File: config.mk
export PLATFORM = sky130hd
export DESIGN_NAME = muldiv_unit
export DESIGN_NICKNAME = d
export VERILOG_FILES = /design/src/rtl/muldiv_unit_pkg.sv /design/src/rtl/muldiv_unit_div_step.sv /design/src/rtl/muldiv_unit.sv
export SDC_FILE = /design/constraint.sdc
export NUM_CORES = 1
export LEC_CHECK = 0
export BUFFER_PORTS_ARGS = -buffer_cell sky130_fd_sc_hd__buf_2
export CAP_MARGIN = 10
export CORE_ASPECT_RATIO = 1.75
export CORE_UTILIZATION = 35
export CTS_BUF_LIST = sky130_fd_sc_hd__clkbuf_4
export DETAILED_ROUTE_END_ITERATION = 6
export SLEW_MARGIN = 20
export SYNTH_ARGS = -nofsm -noshare
export SYNTH_HDL_FRONTEND = slang
export SYNTH_SLANG_ARGS = --single-unit
File: constraint.sdc
create_clock -name clk -period 27.5 [get_ports clk]
set_clock_uncertainty 0.2 [all_clocks]
set_input_delay 4.125 -clock clk [delete_from_list [all_inputs] [get_ports clk]]
set_output_delay 4.125 -clock clk [all_outputs]
set_load 0.005 [all_outputs]
File: src/rtl/muldiv_unit_pkg.sv
// Shared definitions for the multi-cycle RV32M multiply/divide unit:
// operation encodings, FSM state type and small op-decode helpers.
package muldiv_unit_pkg;

    localparam logic [4:0] OP_MUL    = 5'b01001;
    localparam logic [4:0] OP_MULH   = 5'b01010;
    localparam logic [4:0] OP_MULHSU = 5'b01011;
    localparam logic [4:0] OP_MULHU  = 5'b01100;
    localparam logic [4:0] OP_DIV    = 5'b01101;
    localparam logic [4:0] OP_DIVU   = 5'b01110;
    localparam logic [4:0] OP_REM    = 5'b01111;
    localparam logic [4:0] OP_REMU   = 5'b10000;

    typedef enum logic [1:0] {
        ST_IDLE,
        ST_MUL,
        ST_DIV,
        ST_FIXUP
    } state_t;

    function automatic logic op_is_div(input logic [4:0] op);
        return op inside {OP_DIV, OP_DIVU, OP_REM, OP_REMU};
    endfunction

    function automatic logic op_is_mul(input logic [4:0] op);
        return op inside {OP_MUL, OP_MULH, OP_MULHSU, OP_MULHU};
    endfunction

endpackage

File: src/rtl/muldiv_unit_div_step.sv
// One combinational restoring-division step: shift in the next dividend
// bit, subtract the divisor if it fits, emit the quotient bit.
module div_step #(
    parameter int XLEN = 32
) (
    input  logic [XLEN-1:0] rem_in,
    input  logic            bit_in,
    input  logic [XLEN-1:0] divisor,
    output logic [XLEN-1:0] rem_out,
    output logic            q_bit
);

    logic [XLEN:0] shifted;
    logic [XLEN:0] diff;

    assign shifted = {rem_in, bit_in};
    assign diff    = shifted - {1'b0, divisor};
    assign q_bit   = (shifted >= {1'b0, divisor});
    // rem_in < divisor, so a successful subtract always fits back in XLEN bits.
    assign rem_out = q_bit ? diff[XLEN-1:0] : shifted[XLEN-1:0];

endmodule

File: src/rtl/muldiv_unit.sv
// Sequential RV32M multiply/divide unit: magnitude shift-add multiply and
// chained restoring divide, with a FIXUP cycle that applies result signs.
module muldiv_unit
    import muldiv_unit_pkg::*;
#(
    parameter int XLEN               = 32,
    parameter int MUL_BITS_PER_CYCLE = 4,
    parameter int DIV_BITS_PER_CYCLE = 1
) (
    input  logic            clk,
    input  logic            reset,
    input  logic            start,
    input  logic            flush,
    input  logic [4:0]      select,
    input  logic [XLEN-1:0] data1,
    input  logic [XLEN-1:0] data2,
    output logic            busy,
    output logic            done,
    output logic [XLEN-1:0] result,
    output state_t          state
);

    localparam int MB = MUL_BITS_PER_CYCLE;
    localparam int DB = DIV_BITS_PER_CYCLE;
    localparam int CW = $clog2(XLEN + 1);
    localparam logic [CW-1:0] MUL_STEPS = CW'(XLEN / MB);
    localparam logic [CW-1:0] DIV_STEPS = CW'(XLEN / DB);

    // Handshake: start is sampled only while busy=0; busy rises after the
    // accepting edge and falls in the cycle where done pulses with result.
    logic [4:0]        op_q;
    logic              neg_q;
    logic              fast_q;
    logic [XLEN-1:0]   a_q;
    logic [2*XLEN-1:0] acc_q;
    logic [CW-1:0]     cnt_q;

    logic            s1, s2, is_div, is_valid, div_zero, div_ovf;
    logic [XLEN-1:0] mag1, mag2, fast_val;

    always_comb begin
        s1       = (select inside {OP_MUL, OP_MULH, OP_MULHSU, OP_DIV, OP_REM}) && data1[XLEN-1];
        s2       = (select inside {OP_MUL, OP_MULH, OP_DIV, OP_REM}) && data2[XLEN-1];
        mag1     = s1 ? -data1 : data1;
        mag2     = s2 ? -data2 : data2;
        is_div   = op_is_div(select);
        is_valid = is_div || op_is_mul(select);
        div_zero = is_div && (data2 == '0);
        div_ovf  = (select inside {OP_DIV, OP_REM}) &&
                   (data1 == {1'b1, {(XLEN-1){1'b0}}}) && (data2 == '1);
        fast_val = '0;
        if (div_zero)
            fast_val = (select inside {OP_DIV, OP_DIVU}) ? '1 : data1;
        else if (div_ovf)
            fast_val = (select == OP_DIV) ? data1 : '0;
    end

    // Multiply: retire MB multiplier bits per cycle from the low half of acc.
    logic [XLEN+MB-1:0] pp, mul_sum;
    logic [2*XLEN-1:0]  mul_next;

    always_comb begin
        pp = '0;
        for (int i = 0; i < MB; i++)
            if (acc_q[i])
                pp = pp + ({{MB{1'b0}}, a_q} << i);
        mul_sum  = {{MB{1'b0}}, acc_q[2*XLEN-1:XLEN]} + pp;
        mul_next = {mul_sum, acc_q[XLEN-1:MB]};
    end

    // Divide: acc holds {remainder, dividend/quotient}, MSB-first.
    logic [XLEN-1:0]   rem_chain [DB+1];
    logic [DB-1:0]     qbits;
    logic [2*XLEN-1:0] div_next;

    assign rem_chain[0] = acc_q[2*XLEN-1:XLEN];

    for (genvar k = 0; k < DB; k++) begin : g_div
        div_step #(.XLEN(XLEN)) u_step (
            .rem_in  (rem_chain[k]),
            .bit_in  (acc_q[XLEN-1-k]),
            .divisor (a_q),
            .rem_out (rem_chain[k+1]),
            .q_bit   (qbits[DB-1-k])
        );
    end

    assign div_next = {rem_chain[DB], acc_q[XLEN-1-DB:0], qbits};

    logic [2*XLEN-1:0] prod_fix;
    logic [XLEN-1:0]   quo_raw, rem_raw, fix_result;

    always_comb begin
        prod_fix = neg_q ? -acc_q : acc_q;
        quo_raw  = acc_q[XLEN-1:0];
        rem_raw  = acc_q[2*XLEN-1:XLEN];
        case (op_q)
            OP_MUL:                        fix_result = prod_fix[XLEN-1:0];
            OP_MULH, OP_MULHSU, OP_MULHU:  fix_result = prod_fix[2*XLEN-1:XLEN];
            OP_DIV, OP_DIVU:               fix_result = neg_q ? -quo_raw : quo_raw;
            OP_REM, OP_REMU:               fix_result = neg_q ? -rem_raw : rem_raw;
            default:                       fix_result = '0;
        endcase
        if (fast_q)
            fix_result = acc_q[XLEN-1:0];
    end

    assign busy = (state != ST_IDLE);

    always_ff @(posedge clk) begin
        if (reset) begin
            state  <= ST_IDLE;
            done   <= 1'b0;
            result <= '0;
            op_q   <= '0;
            neg_q  <= 1'b0;
            fast_q <= 1'b0;
            a_q    <= '0;
            acc_q  <= '0;
            cnt_q  <= '0;
        end else begin
            done <= 1'b0;
            case (state)
                ST_IDLE: begin
                    if (start && !flush) begin
                        op_q   <= select;
                        cnt_q  <= '0;
                        fast_q <= 1'b0;
                        // Fast paths park the counter at its limit so FIXUP follows next edge.
                        if (!is_valid || div_zero || div_ovf) begin
                            fast_q <= 1'b1;
                            neg_q  <= 1'b0;
                            acc_q  <= {{XLEN{1'b0}}, fast_val};
                            cnt_q  <= is_div ? DIV_STEPS : MUL_STEPS;
                            state  <= is_div ? ST_DIV : ST_MUL;
                        end else if (is_div) begin
                            a_q   <= mag2;
                            acc_q <= {{XLEN{1'b0}}, mag1};
                            neg_q <= (select inside {OP_DIV, OP_DIVU}) ? (s1 ^ s2) : s1;
                            state <= ST_DIV;
                        end else begin
                            a_q   <= mag1;
                            acc_q <= {{XLEN{1'b0}}, mag2};
                            neg_q <= s1 ^ s2;
                            state <= ST_MUL;
                        end
                    end
                end
                ST_MUL: begin
                    if (flush)
                        state <= ST_IDLE;
                    else if (cnt_q == MUL_STEPS)
                        state <= ST_FIXUP;
                    else begin
                        acc_q <= mul_next;
                        cnt_q <= cnt_q + CW'(1);
                    end
                end
                ST_DIV: begin
                    if (flush)
                        state <= ST_IDLE;
                    else if (cnt_q == DIV_STEPS)
                        state <= ST_FIXUP;
                    else begin
                        acc_q <= div_next;
                        cnt_q <= cnt_q + CW'(1);
                    end
                end
                ST_FIXUP: begin
                    state <= ST_IDLE;
                    if (!flush) begin
                        done   <= 1'b1;
                        result <= fix_result;
                    end
                end
                default: state <= ST_IDLE;
            endcase
        end
    end

endmodule
## Word level (Yosys, flattened, before mapping)

Cells that the tools add are included.

| cells by class | value |
|---|---|
| add/sub/neg operators | 11 |
| order comparisons | 1 |
| equal/unequal tests | 30 |
| muxes and demuxes | 45 |
| bitwise operators | 4 |
| reduce and logical (&&, ||, !) cells | 30 |

Operator list:

| cell | count |
|---|---|
| 32-bit 2-to-1 mux | 14 |
| 64-bit 2-to-1 mux | 6 |
| 64-bit one-hot mux with 3 select lines | 1 |
| 32-bit negator | 4 |
| 32-bit one-hot mux with 4 select lines | 1 |
| 36-bit 2-to-1 mux | 3 |
| 5-bit by 4-bit equality test with 1-bit output, second input constant | 14 |
| 32-bit equality test, second input constant | 2 |
| 64-bit negator | 1 |
| 6-bit 2-to-1 mux | 7 |
| 32-bit by 36-bit adder with 36-bit output | 1 |
| 36-bit by 33-bit adder with 36-bit output | 1 |
| 36-bit by 34-bit adder with 36-bit output | 1 |
| 36-bit by 35-bit adder with 36-bit output | 1 |
| 33-bit by 32-bit greater-or-equal comparator with 1-bit output | 1 |
| 32-bit zero test | 1 |
| 32-bit subtractor | 1 |
| 6-bit one-hot mux with 3 select lines | 1 |
| 2-bit 2-to-1 mux | 6 |
| 4-bit nonzero test | 3 |
| 5-bit equality test, second input constant | 2 |
| 2-bit inequality test, second input constant | 5 |
| 2-bit one-hot mux with 4 select lines | 1 |
| 6-bit by 1-bit adder with 6-bit output, second input constant | 1 |
| other kinds (20) | 42 |

| storage, ports and cells | value |
|---|---|
| register bits | 144 |
| output and inout port bits | 36 |
| word-level logic and storage cells | 130 |

## Logic depth before layout (Yosys ltp)

| logic depth | value |
|---|---|
| depth in word-level cells | 11 |
| depth in mapped cells | 48 |
| depth with buffers taken out | 45 |

## Modules after synthesis

A second synthesis with hierarchy kept.

| second synthesis, totals | value |
|---|---|
| cell total of the unflattened synthesis | 3,025 |
| area total of the unflattened synthesis | 21,197.8 µm² |

By module, submodules not included:

| module | times used | cells each | area each (µm²) |
|---|---|---|---|
| muldiv_unit | 1 | 2,702 | 18,866.8 |
| div_step | 1 | 323 | 2,331.0 |

## Least setup slack after synthesis

Ideal clock, no wire load.

| timing path | value |
|---|---|
| path kind | reg2reg |
| start | register acc_q[0] |
| end | register acc_q[63] |
| library setup time | 0.126 ns |
| arrival | 9.195 ns |
| required time | 27.174 ns |
| setup slack | 17.979 ns |
| stages on the path, launching flop included | 47 |
| buffers on the path | 3 |
| path through | dfxtp_1 > buf_2 > buf_1 > buf_1 > nand2_1 > inv_1 > ha_1 > inv_1 > fa_1 > or4bb_1 > o31ai_1 > o2111a_1 > o21ai_0 > nand2b_1 > xor2_1 > mux2_2 > ha_1 > a2111o_1 > [... 11 more ...] > o21ai_0 > or3_1 > o21a_1 > a21o_1 > a21oi_1 > xnor2_1 > mux2_2 > ha_1 > a21o_1 > a21o_1 > a21o_1 > a211oi_1 > o31ai_1 > and3b_1 > a2111oi_0 > a21oi_1 > a41oi_1 > o21ai_0 |

| on the way | value |
|---|---|
| longest elaborated chain between the ends | 11 |

RTL lines:

| item | RTL line | source |
|---|---|---|
| from (decl) | muldiv_unit.sv:35 | `logic [2*XLEN-1:0] acc_q;` |
| from (signal assigned) | muldiv_unit.sv:133 | `acc_q <= {{XLEN{1'b0}}, fast_val};` |
| from (signal assigned) | muldiv_unit.sv:138 | `acc_q <= {{XLEN{1'b0}}, mag1};` |
| from (signal assigned) | muldiv_unit.sv:143 | `acc_q <= {{XLEN{1'b0}}, mag2};` |
| 32-bit 2-to-1 mux (*) | muldiv_unit.sv:65 | `if (acc_q[i])` |
| 36-bit by 33-bit adder with 36-bit output | muldiv_unit.sv:66 | `pp = pp + ({{MB{1'b0}}, a_q} << i);` |
| 36-bit 2-to-1 mux (*) | muldiv_unit.sv:65 |  |
| 36-bit by 34-bit adder with 36-bit output | muldiv_unit.sv:66 |  |
| 36-bit 2-to-1 mux (*) | muldiv_unit.sv:65 |  |
| 36-bit by 35-bit adder with 36-bit output | muldiv_unit.sv:66 |  |
| 36-bit 2-to-1 mux (*) | muldiv_unit.sv:65 |  |
| 32-bit by 36-bit adder with 36-bit output (*) | muldiv_unit.sv:67 | `mul_sum = {{MB{1'b0}}, acc_q[2*XLEN-1:XLEN]} + pp;` |
| 64-bit 2-to-1 mux (*) | muldiv_unit.sv:152 | `else if (cnt_q == MUL_STEPS)` |
| 64-bit 2-to-1 mux (*) | muldiv_unit.sv:150 | `if (flush)` |
| 64-bit one-hot mux with 3 select lines (*) | muldiv_unit.sv:123 | `case (state)` |

Every way passes the cells marked *; elsewhere a longest branch is shown, timed or not. The select of a mux whose other input is x is not followed.
A chain may end at the register's enable or synchronous reset.

## Worst setup path after layout

| timing path | value |
|---|---|
| start | register acc_q[0] |
| end | register acc_q[61] |

Same word-level chain as after synthesis.

==> reports/metrics.cfg <==
[timing]
finalMaxSlewViolations=0
finalSetupViolCount=0
rsz0062_at_grt=false
tns_ns=0
worstMarginPinSlew_ns=1.09
fmax_mhz=88.5
fin_crit_ns=11.30
hold_viol=0
finalCritPeriodShare_pct=41.1
slew_headroom_pct=26.9

[yosys]
syn-instance-count=2853
yosysUniqueCellTypes=97
postSynthAreaPerCell_um2=7.12
async_reset_ff_share_pct=0
synth-edff-count=0
synthTopCellsByArea=dfxtp_1, ha_1, a21oi_1
synth_seq_cells=144
ys_warn_count=0
syn_nets=3101
ys.flop_type=dfxtp_1
syn_area_um2=20300
synth-seq-area-share_pct=14.2
yosys.area.top_type=dfxtp_1
netlist.area_leader.share_pct=14.2

[clock_tree]
cts_tree=built
cts_hold_buffers=0
cts_max_level=4
clkSlewWorstSetupHoldPaths_ns=0.15
cts.sinks=144
clockBufferDepth=2
cts_root_buffer=clkbuf_4
cts_resized=0
cts_setup_buffers=0
cts_buffers=17
clock_latency_ns=0.67

[detailed_routing]
drcViolationCount=0
drt_pass1_iterations=6
drt_iter0_markers=1646
vias=22200
routed_wl_um=86100
wl_per_cell_um=23.7
ant_nets=0
routed_via_density=6.13

[min_path]
hold_end=result[28]
min_path_cells=2
min_path_type=reg2reg
worstHoldStart=result[28]

[grt]
grt_pass1_vias=21400
grt_pass1_wl_um=130000
grt_overflow=0
grt_start_max_net_pins=78
grt_use_total_pct=29.0
antenna_found_initial=1

[cells_and_area]
utilization_pct=38.0
drive_gt1_share_pct=9.96
final_nets=3097
area_delta_synth_final_pct=7.23
multi_input_area_um2=16400
area.sequential_um2=2890
fillCellCount=6250

[run]
maxCapViolations=0

[worst_setup_path]
critPathKind=reg2reg
crit_path_max_fanout=30
reg2reg_depth=40
slowest_delay_ns=0.81
crit_required_ns=27.83
reg2reg_slack_ns=16.20
slowest_stage=a2111oi_1
arrival_ns=11.63
regToRegEndpoint=acc_q[61]
start_kind=flip-flop
cp-end-kind=flip-flop
r2r-start=acc_q[0]

[die]
die_area_um2=59000
initial_core_util_pct=35.4
core-area_um2=57300
die_y_um=321
io_pins=109
rows=116
die_width_um=184

[power]
total_power_uw=1420
power_leakage_uw=0.00931
powerDensity_nw_per_um2=65.0
ir_worst_vdd_mv=0.101

[placement]
routabilityCongestion=1.01
dpl.hpwl_um=67200
place.port_buffers=108

[outcome]
status=complete, no violations

area by class of cell:
| class | instances | share of cell area, % |
|---|---|---|
| multi-input cells | 2432 | 75.4 |
| clock buffers | 18 | 0.620 |
| clock inverters | 14 | 0.592 |
| inverters | 104 | 1.79 |
| well taps | 767 | 4.41 |
| repair buffers | 150 | 3.93 |
| flip-flops and latches | 144 | 13.3 |
| diodes | 1 | 0.0115 |
flip-flops by register name, summed over array words and instances (netlist names):
register,flops
a_q,32
op_q,5
neg_q,1
cnt_q,6
done,1
acc_q,64
fast_q,1
result,32
state,2
worst max-delay path, delay by kind of cell, from the launching register on:
family,cells,cell delay (ns)
fa+ha+maj,4,1.37
mux,3,0.82
flops,1,0.51
buf+inv,2,1.13
compound gates,15,3.92
simple gates,12,2.66
xor+xnor,4,0.55
worst max-delay path by stage:
| stage | startpoint | endpoint | slack, ns | depth (start not counted) |
|---|---|---|---|---|
| floorplan | acc_q[0] | acc_q[63] | 17.98 | 46 |
| global placement | acc_q[0] | acc_q[61] | 16.72 | 40 |
| detailed placement | acc_q[0] | acc_q[63] | 16.46 | 40 |
| CTS | acc_q[0] | acc_q[61] | 16.42 | 40 |
| global route | acc_q[0] | acc_q[61] | 15.36 | 40 |
| finish | acc_q[0] | acc_q[61] | 16.20 | 40 |
synth_stat cells (14+ instances only):
cell      instances
ha_1            170
o22ai_1          16
inv_1           101
xor2_1          101
a22o_1           33
a221oi_1         14
nor2_1          268
and3_1           29
o211ai_1         33
clkbuf_1        141
nor3_1           57
a21o_1           76
nand2_1         249
nand4_1          29
mux2_2           44
nor4_1           23
o21bai_1         17
a21oi_1         268
nor2b_1          30
a211oi_1         82
a22oi_1          67
o31ai_1          38
nand2b_1         30
xnor2_1         133
a31oi_1          24
nand3_1          49
o21ai_1          19
o21a_1           37
or3_1            28
buf_1            16
o21ai_0         217
dfxtp_1         144
mux2i_1          26
cell usage in the layout, fill, tap and decap left out, types with 28 or more instances in the layout:
master,count
buf_2,108
xnor2_1,133
or3_1,28
o211ai_1,33
o21a_1,37
a22oi_1,67
inv_1,101
ha_1,170
nand3_1,48
o21ai_0,216
nand2b_1,30
nand2_1,249
a211oi_1,82
buf_4,42
o31ai_1,38
and3_1,29
a21o_1,76
nor3_1,54
dfxtp_1,140
a21oi_1,267
xor2_1,101
a22o_1,33
nor2_1,266
nor2b_1,28
mux2_2,44
nand4_1,29
metrics by stage:
step	hold WS [ns]	instances	worst slack, ns	cell area, um2
5_1_grt	0.313	3630	15.36	21800
2_1_floorplan	0.271	2853	17.98	20300
4_1_cts	0.297	3629	16.42	21800
3_3_place_gp	0.258	3597	16.72	21500
6_report	0.299	3630	16.20	21800
3_5_place_dp	0.263	3597	16.46	21500
layer usage:
layer,track usage [%],part of all wire [%],up-vias
met2,52.2,50,816
met1,29.4,35,10500
met3,3.64,5.1,309
li1,-,-,10600
met5,0,0,-
met4,25.1,9.6,0
report_power, final:
part / internal [uW] / switching [uW]
clock: 47.0 / 97.7
sequential: 241 / 86.7
combinational: 309 / 633
cell families after synthesis:
group | Yosys count | share of synthesized area, %
AOI/OAI and AO/OA | 1074 | 35.0
and+or+nand+nor | 879 | 20.8
buffers and inverters | 277 | 5.26
xor gates and xnor gates | 234 | 10.1
adders and majority gates | 175 | 11.0
DFF | 144 | 14.2
muxes | 70 | 3.72
Note: power is estimated with default switching activity, not from simulation.
